[src/rtl/spi_apb_pkg.sv]
// Shared definitions for the SPI-over-APB byte sequencer: controller register
// map, STATUS bit positions and the sequencer state encoding.
package spi_apb_pkg;

  localparam logic [6:0] REG_CTRL   = 7'h00;
  localparam logic [6:0] REG_RXDATA = 7'h08;
  localparam logic [6:0] REG_TXDATA = 7'h0C;
  localparam logic [6:0] REG_STATUS = 7'h20;
  localparam logic [6:0] REG_SSEL   = 7'h24;

  // STATUS bit that reads 1 while the receive FIFO holds no byte.
  localparam int STATUS_RX_EMPTY_BIT = 2;

  typedef enum logic [2:0] {
    ST_INIT_CTRL,
    ST_INIT_SSEL,
    ST_IDLE,
    ST_WR_TX,
    ST_POLL,
    ST_RD_RX,
    ST_RESP,
    ST_ERR
  } state_e;

endpackage

[src/rtl/apb_master_if.sv]
// Single-outstanding APB master. A start pulse launches SETUP on the next
// cycle; ACCESS is held until pready. A start seen in the completing cycle
// chains straight into the next SETUP so PSEL stays high back-to-back.
module apb_master_if (
  input  logic        clk,
  input  logic        rst,
  input  logic        start,
  input  logic        write,
  input  logic [6:0]  addr,
  input  logic [31:0] wdata,
  output logic        done,
  output logic [31:0] rdata,
  output logic        slverr,
  output logic        psel,
  output logic        penable,
  output logic        pwrite,
  output logic [6:0]  paddr,
  output logic [31:0] pwdata,
  input  logic [31:0] prdata,
  input  logic        pready,
  input  logic        pslverr
);

  logic        psel_q, psel_d;
  logic        penable_q, penable_d;
  logic        pwrite_q, pwrite_d;
  logic [6:0]  paddr_q, paddr_d;
  logic [31:0] pwdata_q, pwdata_d;

  // Completion is only meaningful in ACCESS; completer outputs pass through.
  assign done   = psel_q & penable_q & pready;
  assign rdata  = prdata;
  assign slverr = pslverr;

  // Next bus phase: new SETUP, SETUP->ACCESS, or release after completion.
  always_comb begin
    psel_d    = psel_q;
    penable_d = penable_q;
    pwrite_d  = pwrite_q;
    paddr_d   = paddr_q;
    pwdata_d  = pwdata_q;
    if (start && (!psel_q || done)) begin
      psel_d    = 1'b1;
      penable_d = 1'b0;
      pwrite_d  = write;
      paddr_d   = addr;
      pwdata_d  = wdata;
    end else if (psel_q && !penable_q) begin
      penable_d = 1'b1;
    end else if (done) begin
      psel_d    = 1'b0;
      penable_d = 1'b0;
    end
  end

  // Bus request registers; reset drops the bus even mid-access.
  always_ff @(posedge clk) begin
    if (rst) begin
      psel_q    <= 1'b0;
      penable_q <= 1'b0;
      pwrite_q  <= 1'b0;
      paddr_q   <= '0;
      pwdata_q  <= '0;
    end else begin
      psel_q    <= psel_d;
      penable_q <= penable_d;
      pwrite_q  <= pwrite_d;
      paddr_q   <= paddr_d;
      pwdata_q  <= pwdata_d;
    end
  end

  assign psel    = psel_q;
  assign penable = penable_q;
  assign pwrite  = pwrite_q;
  assign paddr   = paddr_q;
  assign pwdata  = pwdata_q;

endmodule

[src/rtl/spi_apb_sequencer.sv]
// Byte-transfer sequencer: initialises an APB SPI controller, then for each
// accepted byte writes TXDATA, polls STATUS until RX is non-empty (bounded by
// POLL_LIMIT) and returns the RXDATA byte on a one-cycle rsp_valid pulse.
// Request handshake: a byte is taken on a cycle where req_valid && req_ready;
// req_valid without req_ready is ignored and never buffered.
module spi_apb_sequencer
  import spi_apb_pkg::*;
#(
  parameter int          POLL_LIMIT = 1023,
  parameter logic [7:0]  SSEL_MASK  = 8'h01,
  parameter logic [31:0] CTRL_INIT  = 32'h0000_0003
) (
  input  logic        PCLK,
  input  logic        PRESET,
  input  logic        req_valid,
  input  logic [7:0]  req_data,
  output logic        req_ready,
  output logic        rsp_valid,
  output logic [7:0]  rsp_data,
  output logic        err,
  output logic [6:0]  PADDR,
  output logic        PSEL,
  output logic        PENABLE,
  output logic        PWRITE,
  output logic [31:0] PWDATA,
  input  logic [31:0] PRDATA,
  input  logic        PREADY,
  input  logic        PSLVERR,
  output state_e      dbg_state
);

  localparam int PCW = $clog2(POLL_LIMIT + 1);
  localparam logic [PCW-1:0] POLL_MAX = PCW'(POLL_LIMIT);

  state_e         state_q, state_d;
  logic [PCW-1:0] poll_cnt_q, poll_cnt_d, poll_next;
  logic [7:0]     rsp_data_q, rsp_data_d;
  logic           req_ready_q, req_ready_d;
  logic           rsp_valid_q, rsp_valid_d;
  logic           err_q, err_d;

  logic        acc_start, acc_write, acc_done, acc_slverr;
  logic [6:0]  acc_addr;
  logic [31:0] acc_wdata, acc_rdata;
  logic        unused_rdata;

  assign unused_rdata = ^acc_rdata[31:8];
  assign poll_next    = poll_cnt_q + PCW'(1);

  apb_master_if u_apb (
    .clk     (PCLK),
    .rst     (PRESET),
    .start   (acc_start),
    .write   (acc_write),
    .addr    (acc_addr),
    .wdata   (acc_wdata),
    .done    (acc_done),
    .rdata   (acc_rdata),
    .slverr  (acc_slverr),
    .psel    (PSEL),
    .penable (PENABLE),
    .pwrite  (PWRITE),
    .paddr   (PADDR),
    .pwdata  (PWDATA),
    .prdata  (PRDATA),
    .pready  (PREADY),
    .pslverr (PSLVERR)
  );

  // Next state; each access is launched in the cycle its predecessor completes.
  always_comb begin
    state_d    = state_q;
    poll_cnt_d = poll_cnt_q;
    rsp_data_d = rsp_data_q;
    acc_start  = 1'b0;
    acc_write  = 1'b0;
    acc_addr   = REG_CTRL;
    acc_wdata  = '0;
    case (state_q)
      ST_INIT_CTRL: begin
        if (!PSEL) begin
          acc_start = 1'b1;
          acc_write = 1'b1;
          acc_addr  = REG_CTRL;
          acc_wdata = CTRL_INIT;
        end else if (acc_done) begin
          if (acc_slverr) begin
            state_d = ST_ERR;
          end else begin
            state_d   = ST_INIT_SSEL;
            acc_start = 1'b1;
            acc_write = 1'b1;
            acc_addr  = REG_SSEL;
            acc_wdata = {24'h0, SSEL_MASK};
          end
        end
      end
      ST_INIT_SSEL: begin
        if (acc_done) state_d = acc_slverr ? ST_ERR : ST_IDLE;
      end
      ST_IDLE: begin
        if (req_valid && req_ready_q) begin
          state_d    = ST_WR_TX;
          poll_cnt_d = '0;
          acc_start  = 1'b1;
          acc_write  = 1'b1;
          acc_addr   = REG_TXDATA;
          acc_wdata  = {24'h0, req_data};
        end
      end
      ST_WR_TX: begin
        if (acc_done) begin
          if (acc_slverr) begin
            state_d = ST_ERR;
          end else begin
            state_d   = ST_POLL;
            acc_start = 1'b1;
            acc_addr  = REG_STATUS;
          end
        end
      end
      ST_POLL: begin
        if (acc_done) begin
          if (acc_slverr) begin
            state_d = ST_ERR;
          end else if (!acc_rdata[STATUS_RX_EMPTY_BIT]) begin
            state_d   = ST_RD_RX;
            acc_start = 1'b1;
            acc_addr  = REG_RXDATA;
          end else begin
            poll_cnt_d = poll_next;
            if (poll_next == POLL_MAX) begin
              state_d = ST_ERR;
            end else begin
              acc_start = 1'b1;
              acc_addr  = REG_STATUS;
            end
          end
        end
      end
      ST_RD_RX: begin
        if (acc_done) begin
          if (acc_slverr) begin
            state_d = ST_ERR;
          end else begin
            state_d    = ST_RESP;
            rsp_data_d = acc_rdata[7:0];
          end
        end
      end
      ST_RESP: state_d = ST_IDLE;
      ST_ERR:  state_d = ST_ERR;
      default: state_d = ST_ERR;
    endcase
    req_ready_d = (state_d == ST_IDLE);
    rsp_valid_d = (state_d == ST_RESP);
    err_d       = err_q | (state_d == ST_ERR);
  end

  // State and registered user-side outputs.
  always_ff @(posedge PCLK) begin
    if (PRESET) begin
      state_q     <= ST_INIT_CTRL;
      poll_cnt_q  <= '0;
      rsp_data_q  <= '0;
      req_ready_q <= 1'b0;
      rsp_valid_q <= 1'b0;
      err_q       <= 1'b0;
    end else begin
      state_q     <= state_d;
      poll_cnt_q  <= poll_cnt_d;
      rsp_data_q  <= rsp_data_d;
      req_ready_q <= req_ready_d;
      rsp_valid_q <= rsp_valid_d;
      err_q       <= err_d;
    end
  end

  assign req_ready = req_ready_q;
  assign rsp_valid = rsp_valid_q;
  assign rsp_data  = rsp_data_q;
  assign err       = err_q;
  assign dbg_state = state_q;

endmodule

[config.mk]
export PLATFORM = sky130hd
export DESIGN_NAME = spi_apb_sequencer
export DESIGN_NICKNAME = d
export VERILOG_FILES = /design/src/rtl/spi_apb_pkg.sv /design/src/rtl/apb_master_if.sv /design/src/rtl/spi_apb_sequencer.sv
export SDC_FILE = /design/constraint.sdc
export NUM_CORES = 1
export LEC_CHECK = 0
export ABC_AREA = 1
export CORE_ASPECT_RATIO = 0.9
export CORE_MARGIN = 2
export CORE_UTILIZATION = 30
export CTS_BUF_LIST = sky130_fd_sc_hd__clkbuf_2
export CTS_CLUSTER_SIZE = 10
export DETAILED_ROUTE_END_ITERATION = 6
export PLACE_DENSITY_LB_ADDON = 0.15
export SLEW_MARGIN = 10
export SYNTH_ARGS = -nofsm -noshare
export SYNTH_HDL_FRONTEND = slang
export SYNTH_SLANG_ARGS = --single-unit
[constraint.sdc]
create_clock -name PCLK -period 5.5 [get_ports PCLK]
set_input_delay 0.825 -clock PCLK [delete_from_list [all_inputs] [get_ports PCLK]]
set_output_delay 0.825 -clock PCLK [all_outputs]
set_load 0.05 [all_outputs]
==> flow_summary_export.csv <==
group,metric,value,unit
sta,worstMarginPinSlew,797,ps
cts,holdBufCountCts,0,
sta,rsz0062_at_grt,"no",
cts,cts_buffers,5,
critical_path,rrSetupSlack,3220,ps
routing,ant_nets,0,
critical_path,crit_family,"buffers and inverters",
layout,regArea,761,µm²
die,ios,101,
layout,nFillCells,771,
cts,root_buffer,"clkbuf_2",
placed_design,place_hpwl,3.72,mm
routing,routed_wirelength,5.20,mm
die,floorplan.initialDensity,30.9,%
sta,min_period,2630,ps
power_and_ir_drop,combinationalPowerShare,45.6,%
sta,skew,21.9,ps
die,die_area,7990,µm²
placed_design,globalplace.congestion,0.796,
cts,cts_tree,"built",
global_route,track_usage,12.8,%
critical_path,r2r_end,"poll_cnt_q[7]",
critical_path,path_max_fanout,9,
cts,postCtsSetupRepairBufs,0,
power_and_ir_drop,p_int,559,µW
routing,wire_per_inst,11.4,µm
sta,setup_viol,0,
yosys,ys_async_sr_fraction,0,%
layout,diodes,0,
run,maxCapViolCount,0,
global_route,grt_pass1_vias,1729,
routing,post-route-drc-count,0,
yosys,netlist_area,2190,µm²
cts,htreeDepth,2,
sta,hold_viol,0,
power_and_ir_drop,pwr-share-seq,33.0,%
cts,clock_latency,390,ps
power_and_ir_drop,switching_share,45.9,%
die,die_height,85,µm
critical_path,critical_path_class,"reg -> out",
yosys,synth_top_cell_area_share,34.8,%
critical_path,cpPeakStageDelay,870,ps
global_route,overflow,0,
yosys,synth_edf_count,0,
yosys,syn_inst,316,
die,core,7080,µm²
yosys,avgSynthCellArea,6.92,µm²
yosys,synth_cell_types,34,
yosys,synth.area.top_cells,"dfxtp_1 35%, nand2_1 13%, buf_4 9.6%, nor2_1 7.2%, a21oi_1 5.5%",
yosys,yosys_warnings,0,
layout,final_core_util,38.4,%
critical_path,cp_data_arrival_time,1800,ps
layout,syn_to_final_growth,24.3,%
die,die_x,94,µm
hold_path,hp-class,"reg -> reg",
yosys,synth_most_common_cell,"nand2_1",
critical_path,cp_cell_sequence,"clkdlybuf4s50_1",
sta,relSlewSlack,46.7,%
critical_path,r2r-start,"dbg_state[2]",
critical_path,r2r_cells,9,
critical_path,crit_buf_inv,1,
power_and_ir_drop,peakVddDrop,0.178,mV
layout,layout.nets,410,
critical_path,start_kind,"register",
yosys,synth_seq_cells,38,
die,row_count,29,
yosys,synth_top_flop_cell,"dfxtp_1",
layout,layout-drive-gt1-share,7.97,%
power_and_ir_drop,p_switching,475,µW
sta,max_freq,0.381,GHz
sta,slew_viol_final,0,
global_route,antenna_found_initial,0,
layout,multi_input_area,1140,µm²
routing,drt-pass1-iter-count,4,
cts,clk_path_buf_depth,2,
global_route,grt_pass1_wl,8.29,mm
yosys,yosysTopAreaCell,"dfxtp_1",
hold_path,hold_start,"u_apb.pwdata[4]",
sta,finalSetupTns,0,ps
power_and_ir_drop,p_per_area,381,nW/µm²
global_route,grt_start_max_net_pins,27,
critical_path,cp_slowest_cell,"clkdlybuf4s50_1",
yosys,ys_seq_area_share,34.8,%
routing,vias_per_cell,4.35,
hold_path,hold_path_depth,2,
power_and_ir_drop,clock_power_share,21.4,%
yosys,synthTopCellsByCount,"74 x nand2_1, 42 x nor2_1, 38 x dfxtp_1",
routing,vias,1987,
power_and_ir_drop,leakage,1.07,nW
critical_path,crit_path_end_kind,"primary output",
layout,stdcell_area,2720,µm²
hold_path,hold-path-endpoint,"u_apb.pwdata[4]",
sta,finalCritPeriodShare,47.8,%
cts,cts_resized,0,
critical_path,cp.required,4680,ps
cts,clk_pin_slew,230,ps
placed_design,portBuffers,48,
run_status,status,"finished, final reports clean",
routing,drtIter0Drc,75,
placed_design,placed_area,2630,µm²
cts,cts.sinks,38,
[routing by layer]
metal,wire [µm],global-route usage (%)
met5,0,0
met4,0,1.58
met3,320,3.91
met2,2150,18.2
met1,2730,19.5
[kinds of logic (layout without fill, tap and decap cells)]
| kind of cell | after synthesis | in the layout | share of synthesized area [%] |
|---|---|---|---|
| simple gates | 162 | 162 | 34.6 |
| buf+inv | 68 | 89 | 17.6 |
| compound gates | 45 | 45 | 11.7 |
| flops | 38 | 38 | 34.8 |
| fa+ha+maj | 2 | 2 | 1.14 |
| other cells | 1 | 28 | 0.171 |
[worst max path at each step]
| stage | from | endpoint | slack, ps | depth (start not counted) |
|---|---|---|---|---|
| after detailed placement | PREADY | poll_cnt_q[7] | 2600 | 11 |
| after CTS | dbg_state[1] | dbg_state[1] | 2840 | 1 |
| after global routing | dbg_state[1] | dbg_state[1] | 2760 | 1 |
| final | dbg_state[1] | dbg_state[1] | 2870 | 1 |
| after floorplan | dbg_state[2] | u_apb.paddr[2] | 3530 | 9 |
| after global placement | PREADY | poll_cnt_q[7] | 2640 | 11 |
[worst register-to-register path: stages, from the launching register on]
cell	delay, ps
dfxtp_1	440
inv_1	140
nand2_1	110
nor2_1	50
nand3_1	170
clkinv_1	300
nor2_1	710
inv_1	140
nand3_1	100
a21oi_1	60
[power by group through the flow]
stage / Clock [mW] / Sequential, mW / Combinational [mW]
detailed placement: 0 / 0.347 / 0.471
floorplan: 0 / 0.426 / 0.301
global placement: 0 / 0.347 / 0.472
CTS: 0.230 / 0.342 / 0.473
finish: 0.221 / 0.341 / 0.472
global route: 0.238 / 0.347 / 0.515
[flip-flops by register name (all words and copies together) (netlist names)]
register / cells
dbg_state: 3
err: 1
poll_cnt_q: 10
req_ready: 1
rsp_data: 8
rsp_valid: 1
u_apb.paddr: 3
u_apb.penable: 1
u_apb.psel: 1
u_apb.pwdata: 8
u_apb.pwrite: 1
[area by class of cell]
| type | instances | area share, % |
|---|---|---|
| Multi-Input combinational cell | 237 | 42.1 |
| Inverter | 32 | 4.42 |
| Clock inverter | 3 | 2.35 |
| Sequential cell | 38 | 28.0 |
| Clock buffer | 5 | 0.921 |
| Timing Repair Buffer | 49 | 18.0 |
| Tap cell | 93 | 4.28 |
[layout by cell type (no fill, tap or decap), drive strengths merged, types with 5 or more instances in the layout]
cell type and n:
nand4 7, clkbuf 5, clkdlybuf4s50 48, dfxtp 38, nand3b 5, inv 30
nand3 19, o21ai 11, a21oi 25, conb 28, nand2 79, nor2 48
[metrics by stage]
stage               std cells  setup slack [ps]  hold WS [ps]  total power, mW
finish                    457              2870           477             1.03
global route              457              2760           499             1.10
CTS                       457              2840           482             1.04
detailed placement        449              2600           457            0.818
global placement          449              2640           450            0.819
floorplan                 343              3530           447            0.727
No activity file was read; power rests on OpenSTA's default activity.
